**src/rtl/mem_responder.sv**
```systemverilog
// Byte-wide memory responder with programmable wait states, one-cycle ready pulse
// and a side preload port. RAM is 2^AW bytes and is never cleared by reset.
module mem_responder #(
  parameter int AW          = 8,
  parameter int WAIT_STATES = 2
) (
  input  logic          clk,
  input  logic          rst,
  input  logic          memread,
  input  logic          memwrite,
  input  logic [AW-1:0] adr,
  input  logic [7:0]    writedata,
  input  logic          ld_en,
  input  logic [AW-1:0] ld_adr,
  input  logic [7:0]    ld_data,
  output logic [7:0]    memdata,
  output logic          ready,
  output logic          busy,
  output logic          err
);

  // state  | meaning
  // IDLE   | accepts preloads and new requests
  // WAIT   | counting down wait states on the latched request
  // DONE   | ready pulse (err too if the request was illegal)
  localparam logic [1:0] S_IDLE = 2'd0;
  localparam logic [1:0] S_WAIT = 2'd1;
  localparam logic [1:0] S_DONE = 2'd2;

  localparam logic [3:0] WS = 4'(WAIT_STATES);

  logic [1:0]    state_q, state_d;
  logic [3:0]    cnt_q, cnt_d;
  logic [AW-1:0] adr_q, adr_d;
  logic [7:0]    wdata_q, wdata_d;
  logic          is_wr_q, is_wr_d;
  logic          illegal_q, illegal_d;
  logic [7:0]    memdata_q, memdata_d;
  logic [7:0]    mem_q [0:(1<<AW)-1];

  logic          done_entry;
  logic [AW-1:0] acc_adr;
  logic [7:0]    acc_wdata;
  logic          acc_wr;
  logic          load_now;

  assign load_now = (state_q == S_IDLE) && ld_en;

  always_comb begin
    state_d    = state_q;
    cnt_d      = cnt_q;
    adr_d      = adr_q;
    wdata_d    = wdata_q;
    is_wr_d    = is_wr_q;
    illegal_d  = illegal_q;
    done_entry = 1'b0;
    acc_adr    = adr_q;
    acc_wdata  = wdata_q;
    acc_wr     = is_wr_q;
    case (state_q)
      S_IDLE: begin
        if (!ld_en) begin
          if (memread && memwrite) begin
            state_d   = S_DONE;
            illegal_d = 1'b1;
          end else if (memread || memwrite) begin
            adr_d     = adr;
            wdata_d   = writedata;
            is_wr_d   = memwrite;
            illegal_d = 1'b0;
            cnt_d     = WS;
            // Zero wait states: complete on the acceptance edge using the live inputs.
            if (WS == 4'd0) begin
              state_d    = S_DONE;
              done_entry = 1'b1;
              acc_adr    = adr;
              acc_wdata  = writedata;
              acc_wr     = memwrite;
            end else begin
              state_d = S_WAIT;
            end
          end
        end
      end
      S_WAIT: begin
        cnt_d = cnt_q - 4'd1;
        if (cnt_q == 4'd1) begin
          state_d    = S_DONE;
          done_entry = 1'b1;
        end
      end
      S_DONE:  state_d = S_IDLE;
      default: state_d = S_IDLE;
    endcase
  end

  always_comb begin
    memdata_d = memdata_q;
    if (done_entry && !acc_wr) memdata_d = mem_q[acc_adr];
  end

  always_ff @(posedge clk or posedge rst) begin
    if (rst) begin
      state_q   <= S_IDLE;
      cnt_q     <= 4'd0;
      adr_q     <= '0;
      wdata_q   <= 8'h00;
      is_wr_q   <= 1'b0;
      illegal_q <= 1'b0;
      memdata_q <= 8'h00;
    end else begin
      state_q   <= state_d;
      cnt_q     <= cnt_d;
      adr_q     <= adr_d;
      wdata_q   <= wdata_d;
      is_wr_q   <= is_wr_d;
      illegal_q <= illegal_d;
      memdata_q <= memdata_d;
    end
  end

  // RAM has no reset; writes are blocked while rst is held so an aborted access never lands.
  always_ff @(posedge clk) begin
    if (!rst) begin
      if (load_now)
        mem_q[ld_adr] <= ld_data;
      else if (done_entry && acc_wr)
        mem_q[acc_adr] <= acc_wdata;
    end
  end

  assign memdata = memdata_q;
  assign ready   = (state_q == S_DONE);
  assign err     = (state_q == S_DONE) && illegal_q;
  assign busy    = (state_q != S_IDLE);

endmodule

```
**config.mk**
```make
export PLATFORM = sky130hd
export DESIGN_NAME = mem_responder
export DESIGN_NICKNAME = d
export VERILOG_FILES = /design/src/rtl/mem_responder.sv
export SDC_FILE = /design/constraint.sdc
export NUM_CORES = 2
export LEC_CHECK = 0
export CORE_ASPECT_RATIO = 1.75
export CORE_UTILIZATION = 25
export CTS_CLUSTER_SIZE = 28
export DETAILED_ROUTE_END_ITERATION = 10
export PLACE_DENSITY = 0.37
export SYNTH_ARGS = -nofsm -noshare
export SYNTH_HDL_FRONTEND = slang
export SYNTH_SLANG_ARGS = --single-unit
```
**constraint.sdc**
```tcl
create_clock -name clk -period 5.2 [get_ports clk]
set_clock_uncertainty 0.15 [all_clocks]
set_input_delay 1.56 -clock clk [delete_from_list [all_inputs] [get_ports clk]]
set_output_delay 1.56 -clock clk [all_outputs]
set_load 0.03 [all_outputs]
```
==> metrics.cfg <==
[run_status]
outcome = finished clean

[critical_path]
worstPathMaxFanout = 41
critPathMaxStageDelay_ps = 990
worst_setup_path_start_kind = flip-flop
r2r_cells = 9
crit_slowest_cell = a2111oi_0
crit_type = flip-flop to flip-flop
r2r-start = acc_adr[0]
worst_r2r_endpoint = memdata[1]
required_ps = 5810
cp_data_arrival_time_ps = 4930
path_cells = buf_12, mux4_2, mux2_2, a2111oi_0, buf_4, a21oi_1, nand2_1, nor3_1, a221o_1
rrSetupSlack_ps = 880
crit_path_end_kind = flip-flop

[timing]
maxSlewViolCount = 0
post-route-min-period_ps = 4324
max_freq_mhz = 231.3
rsz0062_at_grt = false
setup_viol = 0
worst_pin_slew_ps = 1110
finalCritPeriodShare = 0.8315
hold_viol = 0
maxSlewHeadroom = 0.2410
whs_ps = 354.1

[clocking]
tritoncts = built
cts-hold-fix-buffers = 0
cts_num_sinks = 2080
clkLatencyLatePin_ps = 890
cts.path.max_buffers = 4
cts_root_buf = clkbuf_16
postCtsSetupRepairBufs = 0
cts_max_level = 4
cts_resized = 0
path_clk_slew_ps = 70
cts_buffers = 206

[synth]
yosysTopAreaCellShare = 0.7534
ys_warn_count = 0
synth_top_flop_cell = edfxtp_1
synthTopCellsByArea = edfxtp_1, mux4_2, mux2i_1, nor2_1, o22ai_1
syn_inst = 4186
syn_nets = 4225
ys_ff_latch = 2080
ys_types = 67
synth_common_cells = edfxtp_1, mux2i_1, mux4_2, nor2_1, nand2_1
yosysSeqAreaShare = 0.7632
yosysTopAreaCell = edfxtp_1
yosysMostFrequentCell = edfxtp_1
synthArstFlopShare = 0.01538
synth_enable_flop_cells = 2048
syn-cell-area_sq_um = 81630
avgSynthCellArea_sq_um = 19.50

[job]
cap_viol_max_count = 0

[layout]
fin_nets = 4756
syn_to_final_growth_pct = 19.57
drive_above_1_share = 0.2436
nFillCells = 32050

[place]
place.gp.congestion = 0.8102
io_buffers = 47
dp_hpwl_um = 191600

[route]
via_count = 42340
avgViaCountPerCell = 4.595
wire_per_inst_um = 30.48
antenna_left = 0
drt_pass1_iterations = 5
routed_wl_um = 280800
drc_errors = 0
first_iter_violations = 3289

[global_routing]
grt_use_total = 0.1687
grt-ovfl-total = 0
grt_max_degree = 107
antenna_found_initial = 20
grt_pass1_vias = 45120
grt_first_pass_wirelength_um = 382800

[floorplan]
dieHeight_um = 757.9
core_sq_um = 325100
die_w_um = 434.0
start_util = 0.2511
die_area_sq_um = 328900
io_pins = 48
core.rowCount = 277

[power_and_ir_drop]
ir_worst_vdd_mv = 0.3053
p_per_area_nw_per_um2 = 509.3
p_total_mw = 49.71
p_leak_nw = 31.32

[min_path]
min-delay-start = illegal_q
min_path_cells = 2
hold_class = flip-flop to flip-flop
hold_end = illegal_q

## through the flow
stage / setup slack [ps] / setup TNS (ps) / cell area, sq um / cells / util
2_1_floorplan: -450.8 / -923310 / 81630 / 4186 / -
3_3_place_gp: 201.2 / 0 / 90720 / 8833 / 0.2790
3_5_place_dp: 276.4 / 0 / 90720 / 8833 / 0.2790
4_1_cts: 712.0 / 0 / 97580 / 9204 / 0.3002
5_1_grt: 838.9 / 0 / 97590 / 9209 / 0.3002
6_report: 876.3 / 0 / 97610 / 9214 / 0.3002
## state kept, by name, indices dropped and copies added (netlist names)
signal and cells:
acc_adr 8, acc_wdata 8, acc_wr 1, cnt_q 4, illegal_q 1, mem_q 2048
memdata 8, state_q 2
## final cells by class
type                            instances  area [sq um]  area share
Clock buffer                          247          5404     0.05536
Sequential cell                      2080         62310      0.6384
Tap cell                             4324          5410     0.05543
Inverter                               13         52.55   0.0005384
Antenna cell                           10         25.02   0.0002564
Timing Repair Buffer                  574          5102     0.05228
Multi-Input combinational cell       1842         17840      0.1828
Clock inverter                        124          1460     0.01496
## power by group
part | switching [mW] | internal, mW
logic | 9.51 | 5.41
clock network | 6.63 | 8.99
registers | 0.369 | 18.8
## cell families (layout without fill, tap and decap cells)
family                     after synthesis  in the layout  synth area share
muxes                                  762            762            0.1413
DFF                                   2080           2080            0.7632
other                                    0             10                 0
adders and majority gates                2              2         0.0003065
and+or+nand+nor                        553            553           0.02931
buffers and inverters                  264            958           0.02098
AOI/OAI and AO/OA                      522            522           0.04460
xor gates and xnor gates                 3              3         0.0003219
## cells in the final DEF, fill, tap and decap left out, types with 13 or more instances in the layout
| master | n |
|---|---|
| nand2b_1 | 22 |
| a211oi_1 | 47 |
| nand2_1 | 134 |
| clkdlybuf4s50_1 | 47 |
| a22oi_1 | 50 |
| o21ai_0 | 55 |
| mux4_2 | 303 |
| o22ai_1 | 131 |
| a211o_1 | 13 |
| nand3_1 | 21 |
| clkinv_2 | 31 |
| o221ai_1 | 55 |
| bufinv_16 | 32 |
| a21oi_1 | 65 |
| buf_4 | 473 |
| clkbuf_1 | 36 |
| mux2i_1 | 428 |
| dfrtp_1 | 28 |
| nor2_1 | 277 |
| mux2_2 | 18 |
| a221oi_1 | 35 |
| clkinv_1 | 45 |
| nor3_1 | 28 |
| a31oi_1 | 16 |
| buf_12 | 54 |
| or2_2 | 14 |
| edfxtp_1 | 2048 |
| clkbuf_16 | 210 |
## how the worst max path moves through the flow
stage	startpoint	end	slack [ps]
global placement	rst	mem_q[19][3]	200
detailed placement	rst	mem_q[51][6]	280
global route	acc_adr[0]	memdata[1]	840
CTS	acc_adr[0]	memdata[1]	710
floorplan	rst	mem_q[0][0]	-450
finish	acc_adr[0]	memdata[1]	880
## layer usage
layer,wire length [um],track usage,vias to the layer above
met4,12070,0.06622,6
met3,8913,0.01789,325
li1,-,-,18240
met2,153000,0.3190,861
met1,106800,0.1912,22910
met5,41,0,-
## worst max-delay path, delay by kind of cell, from the launching register on
| family | cells | cell delay (ps) |
|---|---|---|
| flops | 1 | 900 |
| buf+inv | 2 | 630 |
| compound gates | 3 | 1320 |
| mux | 2 | 930 |
| simple gates | 2 | 220 |
No activity file was read; power rests on OpenSTA's default activity.
